<file path="config.mk">
export PLATFORM = sky130hd
export DESIGN_NAME = generic_cntr_bank_flat
export DESIGN_NICKNAME = d
export VERILOG_FILES = /design/src/rtl/generic_cntr_bank_if.sv /design/src/rtl/generic_cntr_bank.sv /design/src/flat_wrapper.sv
export SDC_FILE = /design/constraint.sdc
export NUM_CORES = 1
export LEC_CHECK = 0
export CAP_MARGIN = 20
export CORE_UTILIZATION = 57
export CTS_BUF_LIST = sky130_fd_sc_hd__clkbuf_4
export DETAILED_ROUTE_END_ITERATION = 10
export GPL_TIMING_DRIVEN = 0
export PLACE_DENSITY = 0.82
export REMOVE_ABC_BUFFERS = 1
export SKIP_LAST_GASP = 1
export SYNTH_ARGS = -nofsm -noshare
export SYNTH_HDL_FRONTEND = slang
export SYNTH_SLANG_ARGS = --single-unit
</file>
<file path="constraint.sdc">
create_clock -name clk -period 4.99 [get_ports clk]
set_input_delay 0.7485 -clock clk [delete_from_list [all_inputs] [get_ports clk]]
set_output_delay 0.7485 -clock clk [all_outputs]
set_load 0.005 [all_outputs]
</file>
<file path="src/rtl/generic_cntr_bank_if.sv">
// ---------------------------------------------------------------------------
// generic_cntr_bank_if - register-ring request/response bundle, rev 1.0
// ---------------------------------------------------------------------------
`default_nettype none

interface generic_cntr_bank_if #(
   parameter int SRC_WIDTH  = 2,
   parameter int ADDR_WIDTH = 23
);
   logic                  reg_req;
   logic                  reg_ack;
   logic                  reg_rd_wr_L;
   logic [ADDR_WIDTH-1:0] reg_addr;
   logic [31:0]           reg_data;
   logic [SRC_WIDTH-1:0]  reg_src;

   modport master (
      output reg_req, reg_ack, reg_rd_wr_L, reg_addr, reg_data, reg_src
   );

   modport slave (
      input reg_req, reg_ack, reg_rd_wr_L, reg_addr, reg_data, reg_src
   );
endinterface

`default_nettype wire

</file>
<file path="src/rtl/generic_cntr_bank.sv">
// ---------------------------------------------------------------------------
// generic_cntr_bank - event counter bank accessed over the register ring, rev 1.0
// ---------------------------------------------------------------------------
`default_nettype none

module generic_cntr_bank #(
   parameter int UDP_REG_SRC_WIDTH  = 2,
   parameter int UDP_REG_ADDR_WIDTH = 23,
   parameter int REG_ADDR_WIDTH     = 5,
   parameter int TAG                = 0,
   parameter int REG_START_ADDR     = 0,
   parameter int NUM_REGS_USED      = 4,
   parameter int REG_WIDTH          = 32,
   parameter int INPUT_WIDTH        = 2,
   parameter int RESET_ON_READ      = 0
)(
   input  logic                                   clk,
   input  logic                                   reset,
   generic_cntr_bank_if.slave                     reg_in,
   generic_cntr_bank_if.master                    reg_out,
   input  logic [NUM_REGS_USED*INPUT_WIDTH-1:0]   updates,
   input  logic [NUM_REGS_USED-1:0]               decrement
);
   localparam int          DW            = INPUT_WIDTH + $clog2(NUM_REGS_USED) + 2;
   localparam int          PW            = (NUM_REGS_USED > 1) ? $clog2(NUM_REGS_USED) : 1;
   localparam int          TW            = UDP_REG_ADDR_WIDTH - REG_ADDR_WIDTH;
   localparam logic [31:0] BAD_ADDR_DATA = 32'hDEAD_BEEF;

   logic                     w_local;
   logic [NUM_REGS_USED-1:0] w_hit;
   logic [31:0]              w_rd_val;
   logic [PW-1:0]            r_ptr;
   logic [REG_WIDTH-1:0]     w_val [NUM_REGS_USED];

   assign w_local = reg_in.reg_req && !reg_in.reg_ack &&
                    (reg_in.reg_addr[UDP_REG_ADDR_WIDTH-1:REG_ADDR_WIDTH] == TW'(TAG));

   // Each counter keeps a small signed delta that the round-robin pointer folds
   // into the wide counter, so only one wide adder path per counter is exercised per visit.
   for (genvar i = 0; i < NUM_REGS_USED; i++) begin : g_cntr
      logic [REG_WIDTH-1:0] r_cnt;
      logic signed [DW-1:0] r_dlt;
      logic signed [DW-1:0] w_mag;
      logic signed [DW-1:0] w_upd;
      logic [REG_WIDTH-1:0] w_upd_ext;

      assign w_mag     = DW'(updates[i*INPUT_WIDTH +: INPUT_WIDTH]);
      assign w_upd     = decrement[i] ? -w_mag : w_mag;
      assign w_upd_ext = REG_WIDTH'(w_upd);
      assign w_val[i]  = r_cnt + REG_WIDTH'(r_dlt);
      assign w_hit[i]  = w_local &&
                         (reg_in.reg_addr[REG_ADDR_WIDTH-1:0] == REG_ADDR_WIDTH'(REG_START_ADDR + i));

      always_ff @(posedge clk) begin
         if (reset) begin
            r_cnt <= '0;
            r_dlt <= '0;
         end else if (w_hit[i] && !reg_in.reg_rd_wr_L) begin
            r_cnt <= reg_in.reg_data[REG_WIDTH-1:0] + w_upd_ext;
            r_dlt <= '0;
         end else if (w_hit[i] && (RESET_ON_READ != 0)) begin
            r_cnt <= w_upd_ext;
            r_dlt <= '0;
         end else if (r_ptr == PW'(i)) begin
            r_cnt <= w_val[i] + w_upd_ext;
            r_dlt <= '0;
         end else begin
            r_dlt <= r_dlt + w_upd;
         end
      end
   end

   always_comb begin
      w_rd_val = BAD_ADDR_DATA;
      for (int k = 0; k < NUM_REGS_USED; k++) begin
         if (w_hit[k]) w_rd_val = 32'(w_val[k]);
      end
   end

   always_ff @(posedge clk) begin
      if (reset) begin
         r_ptr               <= '0;
         reg_out.reg_req     <= 1'b0;
         reg_out.reg_ack     <= 1'b0;
         reg_out.reg_rd_wr_L <= 1'b0;
         reg_out.reg_addr    <= '0;
         reg_out.reg_data    <= '0;
         reg_out.reg_src     <= '0;
      end else begin
         r_ptr               <= (r_ptr == PW'(NUM_REGS_USED - 1)) ? '0 : r_ptr + PW'(1);
         reg_out.reg_req     <= reg_in.reg_req;
         reg_out.reg_ack     <= reg_in.reg_ack | w_local;
         reg_out.reg_rd_wr_L <= reg_in.reg_rd_wr_L;
         reg_out.reg_addr    <= reg_in.reg_addr;
         reg_out.reg_src     <= reg_in.reg_src;
         reg_out.reg_data    <= (w_local && reg_in.reg_rd_wr_L) ? w_rd_val : reg_in.reg_data;
      end
   end

endmodule

`default_nettype wire

</file>
<file path="src/flat_wrapper.sv">
// flat-port wrapper written by rule: the top's interface ports become plain ports
module generic_cntr_bank_flat 
#(
   parameter int UDP_REG_SRC_WIDTH  = 2,
   parameter int UDP_REG_ADDR_WIDTH = 23,
   parameter int REG_ADDR_WIDTH     = 5,
   parameter int TAG                = 0,
   parameter int REG_START_ADDR     = 0,
   parameter int NUM_REGS_USED      = 4,
   parameter int REG_WIDTH          = 32,
   parameter int INPUT_WIDTH        = 2,
   parameter int RESET_ON_READ      = 0
)
  (clk, reset, updates, decrement, reg_in_reg_req, reg_in_reg_ack, reg_in_reg_rd_wr_L, reg_in_reg_addr, reg_in_reg_data, reg_in_reg_src, reg_out_reg_req, reg_out_reg_ack, reg_out_reg_rd_wr_L, reg_out_reg_addr, reg_out_reg_data, reg_out_reg_src);
  generic_cntr_bank_if #(.SRC_WIDTH((2)), .ADDR_WIDTH((23))) reg_in_i ();
  generic_cntr_bank_if #(.SRC_WIDTH((2)), .ADDR_WIDTH((23))) reg_out_i ();
  input  logic clk;
  input  logic reset;
  input  logic [NUM_REGS_USED*INPUT_WIDTH-1:0] updates;
  input  logic [NUM_REGS_USED-1:0] decrement;
  input wire logic [$bits(reg_in_i.reg_req)-1:0] reg_in_reg_req;
  input wire logic [$bits(reg_in_i.reg_ack)-1:0] reg_in_reg_ack;
  input wire logic [$bits(reg_in_i.reg_rd_wr_L)-1:0] reg_in_reg_rd_wr_L;
  input wire logic [$bits(reg_in_i.reg_addr)-1:0] reg_in_reg_addr;
  input wire logic [$bits(reg_in_i.reg_data)-1:0] reg_in_reg_data;
  input wire logic [$bits(reg_in_i.reg_src)-1:0] reg_in_reg_src;
  output wire logic [$bits(reg_out_i.reg_req)-1:0] reg_out_reg_req;
  output wire logic [$bits(reg_out_i.reg_ack)-1:0] reg_out_reg_ack;
  output wire logic [$bits(reg_out_i.reg_rd_wr_L)-1:0] reg_out_reg_rd_wr_L;
  output wire logic [$bits(reg_out_i.reg_addr)-1:0] reg_out_reg_addr;
  output wire logic [$bits(reg_out_i.reg_data)-1:0] reg_out_reg_data;
  output wire logic [$bits(reg_out_i.reg_src)-1:0] reg_out_reg_src;
  assign reg_in_i.reg_req = reg_in_reg_req;
  assign reg_in_i.reg_ack = reg_in_reg_ack;
  assign reg_in_i.reg_rd_wr_L = reg_in_reg_rd_wr_L;
  assign reg_in_i.reg_addr = reg_in_reg_addr;
  assign reg_in_i.reg_data = reg_in_reg_data;
  assign reg_in_i.reg_src = reg_in_reg_src;
  assign reg_out_reg_req = reg_out_i.reg_req;
  assign reg_out_reg_ack = reg_out_i.reg_ack;
  assign reg_out_reg_rd_wr_L = reg_out_i.reg_rd_wr_L;
  assign reg_out_reg_addr = reg_out_i.reg_addr;
  assign reg_out_reg_data = reg_out_i.reg_data;
  assign reg_out_reg_src = reg_out_i.reg_src;
  generic_cntr_bank #(.UDP_REG_SRC_WIDTH(UDP_REG_SRC_WIDTH), .UDP_REG_ADDR_WIDTH(UDP_REG_ADDR_WIDTH), .REG_ADDR_WIDTH(REG_ADDR_WIDTH), .TAG(TAG), .REG_START_ADDR(REG_START_ADDR), .NUM_REGS_USED(NUM_REGS_USED), .REG_WIDTH(REG_WIDTH), .INPUT_WIDTH(INPUT_WIDTH), .RESET_ON_READ(RESET_ON_READ)) u_core (.clk(clk), .reset(reset), .reg_in(reg_in_i), .reg_out(reg_out_i), .updates(updates), .decrement(decrement));
endmodule
</file>
# [After elaboration in Yosys (flattened, before gate mapping)]
# Cells that the tools add are included.
[classes] muxes=17 n_bitwise=1 reduce_logical=25 n_addsub=21 n_eq_ne=6
[ops] cell="32-bit 2-to-1 mux" n=13
[ops] cell="32-bit adder" n=12
[ops] cell="6-bit adder" n=4
[ops] cell="6-bit 2-to-1 mux" n=4
[ops] cell="2-bit negator with 6-bit output" n=4
[ops] cell="18-bit logical NOT" n=1
[ops] cell="3-bit OR reduction" n=4
[ops] cell="1-bit logical AND" n=11
[ops] cell="5-bit by 2-bit == test with 1-bit output, second input constant" n=2
[ops] cell="2-bit nonzero test" n=4
[ops] cell="5-bit by 1-bit == test with 1-bit output, second input constant" n=1
[ops] cell="5-bit logical NOT" n=1
[ops] cell="2-bit == test, second input constant" n=2
[ops] cell="2-bit by 1-bit adder with 2-bit output, second input constant" n=1
[ops] cell="2-bit by 1-bit == test with 1-bit output, second input constant" n=1
[ops] cell="1-bit logical NOT" n=2
[ops] cell="2-bit logical NOT" n=1
[ops] cell="2-bit OR reduction" n=1
[ops] cell="1-bit bitwise OR" n=1
[totals] input_bits=74 ff_bits=214 out_inout_bits=60 elab_cells=85

# [Logic depth before layout (Yosys ltp)]
[logic_depth] ltp_word=9 depth_mapped=23 depth_no_buf=23

# [Least setup slack after synthesis]
# OpenSTA, ideal clock, no wires.
[synth_path] kind="in2reg" from="input port reg_in_reg_ack" to="register u_core.g_cntr[3].r_cnt[30]" required_time_ps=4868 setup_ps=122 path_slack_ps=-297 arrival_time_ps=5165 cell_stages=22 path_buffers=2 cell_sequence="or4b_1 > nand2b_1 > nor2_1 > and2_2 > nand3_1 > or2_2 > clkbuf_1 > clkbuf_1 > nand2_1 > nand2_1 > ha_1 > fa_1 > a21o_1 > a21oi_1 > o21ai_0 > a21oi_1 > o21ai_1 > a221oi_1 > o22ai_1 > o21ai_1 > a311oi_1 > a221o_1"
[synth_between] elab_chain_cells=6 word_cells_on_any_way=7 classes_between="mux: 1; reduce/logical: 6"
[synth_rtl] item="from (decl)" line="flat_wrapper.sv:22" text="input wire logic [$bits(reg_in_i.reg_ack)-1:0] reg_in_reg_ack;"
[synth_rtl] item="1-bit logical NOT *" line="generic_cntr_bank.sv:35" text="assign w_local = reg_in.reg_req && !reg_in.reg_ack &&"
[synth_rtl] item="1-bit logical AND * (2 in a row)" line="generic_cntr_bank.sv:35"
[synth_rtl] item="1-bit logical AND *" line="generic_cntr_bank.sv:51" text="assign w_hit[i] = w_local &&"
[synth_rtl] item="1-bit logical AND *" line="generic_cntr_bank.sv:58" text="end else if (w_hit[i] && !reg_in.reg_rd_wr_L) begin"
[synth_rtl] item="32-bit 2-to-1 mux or 2-bit nonzero test (tied branches)"
[synth_rtl] item="to (signal assigned)" line="generic_cntr_bank.sv:59" text="r_cnt <= reg_in.reg_data[REG_WIDTH-1:0] + w_upd_ext;"
[synth_rtl] item="to (signal assigned)" line="generic_cntr_bank.sv:62" text="r_cnt <= w_upd_ext;"
[synth_rtl] item="to (signal assigned)" line="generic_cntr_bank.sv:65" text="r_cnt <= w_val[i] + w_upd_ext;"
[synth_rtl] item="to (decl)" line="generic_cntr_bank.sv:41" text="logic [REG_WIDTH-1:0] r_cnt;"
# Every way passes the cells marked *; elsewhere a longest branch is shown, timed or not.
# A chain may end at the register's enable or synchronous reset.

# [Final worst setup path]
[layout_path] from="register u_core.g_cntr[0].r_dlt[0]" to="register u_core.g_cntr[0].r_cnt[31]"
[layout_between] elab_chain_cells=4
[layout_rtl] item="from (decl)" line="generic_cntr_bank.sv:42" text="logic signed [DW-1:0] r_dlt;"
[layout_rtl] item="from (signal assigned)" line="generic_cntr_bank.sv:68" text="r_dlt <= r_dlt + w_upd;"
[layout_rtl] item="32-bit adder" line="generic_cntr_bank.sv:50" text="assign w_val[i] = r_cnt + REG_WIDTH'(r_dlt);"
[layout_rtl] item="32-bit adder" line="generic_cntr_bank.sv:65"
[layout_rtl] item="32-bit 2-to-1 mux" line="generic_cntr_bank.sv:64" text="end else if (r_ptr == PW'(i)) begin"
[layout_rtl] item="32-bit 2-to-1 mux" line="generic_cntr_bank.sv:58"
[layout_rtl] item="to (signal assigned)" line="generic_cntr_bank.sv:59"
[layout_rtl] item="to (signal assigned)" line="generic_cntr_bank.sv:62"
[layout_rtl] item="to (signal assigned)" line="generic_cntr_bank.sv:65"
[layout_rtl] item="to (decl)" line="generic_cntr_bank.sv:41"
# No other way between the ends. The select of a mux whose other input is x is not followed.

==> out/qor.yml <==
job:
  drv_cap: 0
yosys:
  syn_area_per_cell_um2: 7.67
  synthesis.area_um2: 22400
  syn_inst: 2919
  ys.warnings.count: 0
  ys_types: 101
  yosys.area.top_type_share_pct: 19.1
  ys_async_sr_fraction_pct: 0
  synth_ff_type: "dfxtp_1"
  synth-edff-count: 0
  yosysTopAreaCell: "dfxtp_1"
  synth.area.top_cells: "dfxtp_1 (19%), ha_1 (17%), nand2_1 (7.3%), xnor2_1 (6.1%), a21oi_1 (5.9%)"
  synth_seq_cells: 214
  ys_seq_area_share_pct: 19.1
floorplan:
  rows: 72
  core_area_um2: 38700
  start_util_pct: 57.8
  ioPinCount: 134
  fp.dieW_um: 200
  dieArea_um2: 40100
  die_y_um: 200
critical_path:
  path_cells: "ha_2 > fa_2 > a21oi_2 > o22ai_2 > o41a_1 > buf_4 > a21oi_2 > o22ai_1 > or3_1 > a21oi_2 > xor2_1 > o21ai_1 > ha_1 > a21o_1 > a21o_1 > a21oi_2 > o21ai_0 > a41o_1 > o41ai_4 > xnor3_1 > a22o_1"
  arrival_ns: 5.71
  crit_buf_inv: 1
  startpoint_type: "flop"
  cpLargestDelayFamily: "compound AO/OA/AOI/OAI gates"
  critical_path_class: "reg -> reg"
  cp_slowest_cell: "o41a_1"
  cp_common_cell: "a21oi_2"
  path_depth: 21
  cpPeakStageDelay_ns: 0.42
  rr_worst_depth: 21
  required_ns: 5.72
  worstPathMaxFanout: 4
  critPathCaptureType: "flop"
global_route:
  grtUsageTotal_pct: 38.8
  grt_pass1_wl_um: 123000
  grt_max_degree: 67
  antenna_found_initial: 4
  grt_overflow: 0
  grt_pass1_vias: 22229
run_status:
  status: "finished clean"
route:
  vias_per_cell: 6.41
  drtAntennaViolNets: 0
  finalWirelength_um: 80900
  drc_errors: 0
  avgRoutedWirePerCell_um: 22.0
  drt_iter0_drc: 2161
  vias: 23554
  drtPass1Iterations: 6
power_and_ir_drop:
  peakVddDrop_mv: 0.359
  powerDensity_nw_per_um2: 473
  p_leak_nw: 12.3
timing:
  setup_viol: 0
  slew_headroom_pct: 20.4
  rsz0062_at_grt: "yes"
  worst_slack_ns: 0.00987
  worst_pin_slew_ns: 1.19
  timing.hold.ws_ns: 0.161
  hold_viol: 0
  final.setup.tns_ns: 0
  fmax_mhz: 201
  post-route-min-period_ns: 4.98
  skew_ns: 0.0529
  finalCritPeriodShare_pct: 99.8
  final_max_slew_viol_count: 0
placement:
  placed_area_um2: 24400
  hpwl_um: 60900
  gp_congestion: 1.02
  io_buffers: 133
  pre_cts_ws_ns: -2.20
cells_and_area:
  drive_gt1_share_pct: 13.5
  area_growth_pct: 19.2
  final_cell_area_um2: 26700
  fillers: 3259
  nets: 3491
  fin_util_pct: 68.9
cts:
  cts_made_buffers: 61
  clk_pin_slew_worst_paths_ns: 0.08
  htree_levels: 2
  insertion_delay_ns: 0.85
  cts_tree: "done"
  cts_root_buf: "clkbuf_4"
  cts_hold_buf: 0
  cts_buffer_depth: 3
  clock_sinks: 214
worst_hold_path:
  worst_hold_path.num_cells: 3
  hold_class: "in -> reg"
==> routing by layer <==
layer | routed length, um | vias up | part of all wire, % | track usage, %
li1 | - | 11100 | - | -
met1 | 32800 | 10976 | 41 | 49.2
met2 | 35300 | 1200 | 44 | 60.7
met3 | 7390 | 276 | 9.1 | 6.69
met4 | 5440 | 2 | 6.7 | 25.4
met5 | 9 | - | 0.011 | 0
==> cell usage in the layout (no fill, tap or decap), types with 18 or more instances in the layout <==
master,count
a211oi_1,31
a211oi_2,18
a21o_1,130
a21oi_1,238
a21oi_2,25
a22o_1,65
a31oi_1,24
and2_1,23
and3_1,27
buf_4,65
clkbuf_4,85
clkdlybuf4s50_1,126
dfxtp_1,207
ha_1,276
inv_1,79
nand2_1,430
nand2b_1,26
nand3_1,59
nand4_1,25
nor2_1,186
nor2b_1,43
nor3_1,68
o211ai_1,25
o21a_1,30
o21ai_0,149
o21ai_1,24
o21bai_1,29
o31ai_1,18
or3_1,18
xnor2_1,148
xor2_1,78
==> through the flow <==
step | total power [mW] | instances
6_report | 12.6 | 3673
5_1_grt | 13.4 | 3672
4_1_cts | 12.1 | 3635
3_5_place_dp | 10.1 | 3488
3_3_place_gp | 9.82 | 3467
2_1_floorplan | 8.03 | 2816
==> worst min-delay path, cell delays in order <==
cell            delay, ns
dlymetal6s2s_1       0.11
nor2_1               0.06
nor2_1               0.06
==> path summary, 6_finish.rpt <==
path,slack [ns],endpoint,from
worst max-delay path,0.01,u_core.g_cntr[0].r_cnt[31]$_SDFFE_PP0P_,u_core.g_cntr[0].r_dlt[0]$_SDFF_PP0_
worst min-delay path,0.16,u_core.reg_out.reg_ack$_SDFF_PP0_,reg_in_reg_ack
worst max register to register,0.01,u_core.g_cntr[0].r_cnt[31]$_SDFFE_PP0P_,u_core.g_cntr[0].r_dlt[0]$_SDFF_PP0_
worst min register to register,0.46,u_core.g_cntr[1].r_cnt[9]$_SDFFE_PP0P_,u_core.g_cntr[1].r_cnt[9]$_SDFFE_PP0P_
==> synthesized netlist by cell type, drive strengths merged, types with 30 or more instances <==
| cell type | number |
|---|---|
| nor3 | 74 |
| xor2 | 83 |
| clkbuf | 86 |
| o21a | 30 |
| ha | 296 |
| dfxtp | 214 |
| nand3 | 63 |
| a31oi | 30 |
| a22o | 65 |
| a21o | 130 |
| nand2 | 438 |
| xnor2 | 155 |
| a21oi | 263 |
| o21bai | 30 |
| o21ai | 184 |
| inv | 81 |
| nor2b | 47 |
| a211oi | 51 |
| nor2 | 204 |
==> report_power, final <==
group	switching, mW	total, mW	internal, mW
clock network	0.851	1.63	0.781
logic	5.14	8.73	3.59
registers	0.243	2.27	2.03
==> flip-flops by register name, indices dropped and copies added, names as in the netlist <==
register                    count
u_core.g_cntr.r_cnt           128
u_core.reg_out.reg_data        32
u_core.g_cntr.r_dlt            24
u_core.reg_out.reg_addr        23
u_core.r_ptr                    2
u_core.reg_out.reg_src          2
u_core.reg_out.reg_ack          1
u_core.reg_out.reg_rd_wr_L      1
u_core.reg_out.reg_req          1
==> cell type report <==
class	count	area [um^2]	area share (%)
Antenna cell	2	5.00	0.0187
Tap cell	518	648	2.43
Clock buffer	85	638	2.39
Multi-Input combinational cell	2526	18400	68.9
Timing Repair inverter	2	10.0	0.0375
Timing Repair Buffer	223	2300	8.63
Inverter	81	312	1.17
Sequential cell	214	4300	16.1
Clock inverter	22	91.3	0.342
==> repair_timing <==
| item | CTS | global route |
|---|---|---|
| setup buffers | 33 | 33 |
| cloned | 7 | 2 |
| pin swaps | 46 | 58 |
| gates resized for setup | 116 | 108 |
| endpoints found under the setup margin | 78 | 35 |
==> cell families after synthesis <==
family / Yosys count / synth area share, %
and+or+nand+nor: 997 / 20.4
DFF: 214 / 19.1
AOI/OAI and AO/OA: 954 / 28.7
buffers and inverters: 184 / 3.19
muxes: 23 / 1.62
adders and majority gates: 308 / 17.6
xor gates and xnor gates: 239 / 9.44
(Power assumes the default switching activity.)
